==> config.mk <==
export PLATFORM = sky130hd
export DESIGN_NAME = beat_sequencer
export DESIGN_NICKNAME = d
export VERILOG_FILES = /design/src/rtl/beat_sequencer.sv
export SDC_FILE = /design/constraint.sdc
export NUM_CORES = 1
export LEC_CHECK = 0
export CAP_MARGIN = 0
export CORE_AREA = 3 3 40 42
export DETAILED_ROUTE_END_ITERATION = 8
export DIE_AREA = 0 0 43 45
export GPL_TIMING_DRIVEN = 0
export PLACE_DENSITY_LB_ADDON = 0.05
export SYNTH_ARGS = -nofsm -noshare
export SYNTH_HDL_FRONTEND = slang
export SYNTH_SLANG_ARGS = --single-unit
==> constraint.sdc <==
create_clock -name w_CLK -period 4.4 [get_ports w_CLK]
set_input_delay 0.88 -clock w_CLK [delete_from_list [all_inputs] [get_ports w_CLK]]
set_output_delay 0.88 -clock w_CLK [all_outputs]
set_load 0.005 [all_outputs]
==> src/rtl/beat_sequencer.sv <==
// beat_sequencer: divides w_CLK into beats and walks the four-beat machine
// cycle S1, A1, S2, A2. It runs continuously under w_RUN, runs one cycle per
// w_STEP rising edge, and parks in HALT when a stop is decoded at the end of A2.
module beat_sequencer #(
    parameter int DIVIDE = 4
) (
    input  logic       w_CLK,
    input  logic       w_RST_n,
    input  logic       w_RUN,
    input  logic       w_STEP,
    input  logic       w_STOP,
    output logic       ready,
    output logic       w_HA,
    output logic [1:0] b_BEAT,
    output logic       w_STOPPED
);

    localparam int PW = (DIVIDE > 2) ? $clog2(DIVIDE) : 1;
    localparam logic [PW-1:0] LAST = PW'(DIVIDE - 1);

    typedef enum logic [1:0] {
        ST_IDLE = 2'd0,
        ST_RUN  = 2'd1,
        ST_STEP = 2'd2,
        ST_HALT = 2'd3
    } state_t;

    state_t        state_q, state_d;
    logic [PW-1:0] presc_q, presc_d;
    logic [1:0]    beat_q, beat_d;
    logic          ready_q, ready_d;
    logic          step_prev_q, step_prev_d;

    logic step_rise;
    logic active_q;
    logic beat_end;

    assign step_rise = w_STEP & ~step_prev_q;
    assign active_q  = (state_q == ST_RUN) || (state_q == ST_STEP);
    assign beat_end  = active_q && (presc_q == LAST);

    // Next-state, prescaler, beat and ready strobe computation.
    always_comb begin
        state_d     = state_q;
        presc_d     = presc_q;
        beat_d      = beat_q;
        step_prev_d = w_STEP;
        ready_d     = 1'b0;

        case (state_q)
            ST_IDLE: begin
                presc_d = '0;
                beat_d  = 2'd0;
                if (w_RUN) begin
                    state_d = ST_RUN;
                end else if (step_rise) begin
                    state_d = ST_STEP;
                end
            end
            ST_RUN, ST_STEP: begin
                if (beat_end) begin
                    presc_d = '0;
                    if (beat_q == 2'd3) begin
                        // End of A2: stop beats everything, then RUN/IDLE decision.
                        beat_d = 2'd0;
                        if (w_STOP) begin
                            state_d = ST_HALT;
                        end else if ((state_q == ST_RUN) && w_RUN) begin
                            state_d = ST_RUN;
                        end else begin
                            state_d = ST_IDLE;
                        end
                    end else begin
                        beat_d = beat_q + 2'd1;
                    end
                end else begin
                    presc_d = presc_q + 1'b1;
                end
            end
            ST_HALT: begin
                presc_d = '0;
                beat_d  = 2'd0;
                if (!w_RUN) begin
                    state_d = ST_IDLE;
                end
            end
            default: begin
                state_d = ST_IDLE;
                presc_d = '0;
                beat_d  = 2'd0;
            end
        endcase

        // The strobe is registered so it lines up with the last prescaler count.
        if (((state_d == ST_RUN) || (state_d == ST_STEP)) && (presc_d == LAST)) begin
            ready_d = 1'b1;
        end
    end

    // State and datapath registers; reset clears everything immediately.
    always_ff @(posedge w_CLK or negedge w_RST_n) begin
        if (!w_RST_n) begin
            state_q     <= ST_IDLE;
            presc_q     <= '0;
            beat_q      <= 2'd0;
            ready_q     <= 1'b0;
            step_prev_q <= 1'b0;
        end else begin
            state_q     <= state_d;
            presc_q     <= presc_d;
            beat_q      <= beat_d;
            ready_q     <= ready_d;
            step_prev_q <= step_prev_d;
        end
    end

    assign ready     = ready_q;
    assign b_BEAT    = beat_q;
    assign w_HA      = beat_q[0];
    assign w_STOPPED = (state_q == ST_HALT);

endmodule
======== After elaboration in Yosys (flattened, before gate mapping) ========
Index checks and enable logic that the tools add are counted.
word-level totals
  input port bits ......................... 5
  output and inout port bits .............. 5
  flip-flop bits (word level) ............. 8
  word-level logic and storage cells ...... 40
cells by class
  bitwise operators ....................... 2
  multiplexer cells ....................... 14
  equality and inequality tests ........... 9
  reduce and logical (&&, ||, !) cells .... 8
  add/sub/neg operators ................... 2
operators with widths
  cell                                                  count
  two-way mux 2 bit                                     9
  equality test 2 bit (second input constant)           6
  one-hot mux 2 bit (2 select lines)                    2
  one-hot mux 2 bit (3 select lines)                    1
  adder 2 x 1 -> 2 bit (second input constant)          2
  equality test 2 x 1 -> 1 bit (second input constant)  2
  OR reduction 2 bit                                    2
  logical AND 1 bit                                     3
  logical NOT 2 bit                                     1
  logical OR 1 bit                                      2
  two-way mux 1 bit                                     2
  inequality test 2 bit (second input constant)         1
  AND 1 bit                                             1
  inverter 1 bit                                        1

======== Depth between registers and ports, before layout ========
  depth after elaboration ................. 11
  gate-level depth with buffers ........... 7
  gate-level depth less buffers ........... 7

======== Least setup slack after synthesis ========
Ideal clock, no wire load.
  path kind ............................... input to register
  from .................................... input w_STOP
  to ...................................... register ready_q (netlist: ready)
  stages on the path ...................... 5
  setup slack ............................. 2.545 ns
  arrival ................................. 1.736 ns
  buffers on the path ..................... 0
  required time ........................... 4.280 ns
  library setup time ...................... 0.120 ns
  cells stage by stage .................... and3b_1 a211oi_1 a221o_1 xor2_1 and3_1
between the ends
  cells in the longest elaborated chain, start to end .. 8
  elaborated cells on any way between the ends .. 9
  classes of those cells .................. 2 x eq/ne; 5 x mux; 2 x reduce/logical
RTL lines
  element                                                                     RTL line  text
  start, declared                                                             11        input logic w_STOP,
  two-way mux 2 bit (*)                                                       66        if (w_STOP) begin
  two-way mux 2 bit (*)                                                       63        if (beat_q == 2'd3) begin
  two-way mux 2 bit (*)                                                       61        if (beat_end) begin
  one-hot mux 2 bit (3 select lines) (*)                                      50        case (state_q)
  via state_d[0]                                                              28        state_t state_q, state_d;
  equality test 2 x 1 -> 1 bit / equality test 2 bit (equally long branches)  95        if (((state_d == ST_RUN) || (state_d == ST_STEP)) && (presc_d == LAST)) begin
  logical OR 1 bit (*)                                                        95
  logical AND 1 bit (*)                                                       95
  two-way mux 1 bit (*)                                                       95
  via ready_d                                                                 31        logic ready_q, ready_d;
  end signal, assigned                                                        112       ready_q <= ready_d;
  end, declared                                                               31
The timed path passes the listed nets; every way through them passes the cells marked *.
A chain may end at the register's enable or synchronous reset.

======== Worst setup path after layout ========
  from .................................... register state_q[0]
  to ...................................... output w_STOPPED
between the ends
  cells in the longest elaborated chain, start to end .. 1
RTL lines
  element                 RTL line  text
  start, declared         28
  start signal, assigned  109       state_q <= state_d;
  equality test 2 bit     120       assign w_STOPPED = (state_q == ST_HALT);
  end, declared           15        output logic w_STOPPED
No other way between the ends.

==> metrics.txt <==
Routed WL per cell=10.9 um; Antenna Cells=0; Starting Density=0.347; row count=13; drt initial violations=3; Worst Reg-to-Reg Cells=7; clk buf depth=2; cts hold-fix bufs=0; synth warn=0; outcome=complete, no violations; crit path launch type=flop; Worst Hold End=presc_q[0]$_DFF_PN0_; endpoints failing setup=0; Die W=43 um; post_cts resized=0; layout cells sized above 1=0.0755; DP Wirelength=624 um; critical-path maximum fanout=5; final hold slack=0.454 ns; setup slack, reg-to-reg=2.63 ns; fin crit period=2.23 ns; initial antenna violation count=0; Pwr Density=518 mW/mm^2; Pre-antenna DRT Iters=2; GRT Residual Overflow=0; commonest non-fill, non-tap cell in the layout=clkdlybuf4s50_1; Reg-to-Reg End=ready$_DFF_PN0_; Setup crit start=state_q[0]$_DFF_PN0_; Syn Nets=51; FF+latch count, synth=8; worst hold start=presc_q[0]$_DFF_PN0_; Arr. time, crit path=1.34 ns; DRC viols=0; total power=299 uW; vias in the first global route=307; I/O pins=10; post-synthesis cell type count=21; leakage=0.000280 uW; CP required=3.52 ns; Max Fclk=449 MHz; Max-Cap Viols=0; Num CTS Buffers=3; Post-CTS Repair Setup Buffers=0; CTS tree=yes; Fin. Hold Viols=0; relative slew slack=0.731; Clock Skew=0.00430 ns; RSZ-0062 raised after global routing=no; vias per cell=4.88; Placeable Area=0.00128 mm^2; synthesized cell area=445 um^2; first-pass GRT wire length=1200 um; Mean Syn Cell Area=10.9 um^2; GRT Overall Usage=0.0873; VDD IR max=0.292 mV; Layout area overhead=29.5%; Post-Syn Instances=41; hold depth=1; Slew @ Worst Pin=0.397 ns; setup_tns=0 ns; via count=332; die height=45 um; commonest non-fill, non-tap cells in the layout=clkdlybuf4s50_1, dfrtp_1, ha_1; Root Buffer=clkbuf_4; Tcrit/Tclk final=0.506; gpl congestion=0.729; Min-Delay Path Class=reg2reg; clk_lat worst skew=0.24 ns; die area=0.00194 mm^2; ANT nets after route=0; CP Class=reg2out; largest net degree at the start of global routing=9; Seq/Total Area, Yosys=0.449; Clock Sinks=8; Final Slew Violations=0; Clock transition at path regs=0.05 ns; Port Buf Inserts=9; nature of the critical path endpoint=primary output; total detailed-routing wirelength=740 um; Critical R2R Launch=state_q[0]$_DFF_PN0_; H-tree Lvls=1; Final nets=65
[cell usage after synthesis (all sizes together)]
cell | count | area share
a21oi | 1 | 0.011
buf | 1 | 0.017
and2 | 1 | 0.014
a211oi | 1 | 0.017
nor3b | 2 | 0.034
ha | 5 | 0.14
and3b | 1 | 0.020
o21ai | 2 | 0.022
a221o | 1 | 0.022
nand2 | 2 | 0.017
nand2b | 1 | 0.014
mux2i | 1 | 0.022
nor2b | 4 | 0.056
inv | 3 | 0.025
and3 | 2 | 0.028
a21boi | 1 | 0.017
o21bai | 1 | 0.017
xor2 | 1 | 0.020
dfrtp | 8 | 0.45
o21a | 1 | 0.017
o311ai | 1 | 0.020
[per-stage QoR]
| stage | worst slack, ns | cells | cell area [um^2] | utilization |
|---|---|---|---|---|
| floorplan | 2.54 | 41 | 445 | - |
| global placement | 1.98 | 65 | 554 | 0.431 |
| detailed placement | 1.92 | 65 | 554 | 0.431 |
| CTS | 2.16 | 68 | 577 | 0.449 |
| global route | 2.12 | 68 | 577 | 0.449 |
| finish | 2.18 | 68 | 577 | 0.449 |
[state kept, by name (all words and copies together), names as in the netlist]
| name | count |
|---|---|
| state_q | 2 |
| b_BEAT | 2 |
| ready | 1 |
| step_prev_q | 1 |
| presc_q | 2 |
[worst max-delay path, stage by stage, from the launching register on]
cell and delay, ns:
dfrtp_1 0.41, ha_1 0.19, clkdlybuf4s50_1 0.50
[metal layers]
layer	GRT usage	part of all wire	up-vias
met5	0	0	-
met4	0.0723	0.0054	0
met3	0.0239	0.059	2
met2	0.141	0.51	8
met1	0.0963	0.42	154
li1	-	-	168
[worst max path at each step]
stage	to	slack (ns)	cells past startpoint
2_1_floorplan	ready$_DFF_PN0_	2.54	5
3_3_place_gp	ready$_DFF_PN0_	1.98	6
3_5_place_dp	ready$_DFF_PN0_	1.92	6
4_1_cts	w_STOPPED	2.16	2
5_1_grt	w_STOPPED	2.12	2
6_report	w_STOPPED	2.18	2
[final cells by class]
cell class,count,area [um^2]
Fill cell,122,708
Multi-Input combinational cell,29,226
Sequential cell,8,200
Timing Repair Buffer,9,90.1
Clock buffer,3,22.5
Tap cell,15,18.8
Inverter,3,11.3
Buffer,1,7.51
[where the power goes]
group          total (uW)  switching [uW]  internal (uW)
clock                52.0            21.1           30.9
combinational         136            61.5           74.9
sequential            110            15.4           94.7
total                 299            98.0            201
[cell families (layout without fill, tap and decap cells)]
logic type | after synthesis | after routing | share of synthesized area
compound gates | 9 | 9 | 0.143
xor+xnor | 1 | 1 | 0.0197
fa+ha+maj | 5 | 5 | 0.140
buf+inv | 4 | 16 | 0.0421
flops | 8 | 8 | 0.449
mux | 1 | 1 | 0.0225
simple gates | 13 | 13 | 0.183
(Power assumes the default switching activity.)
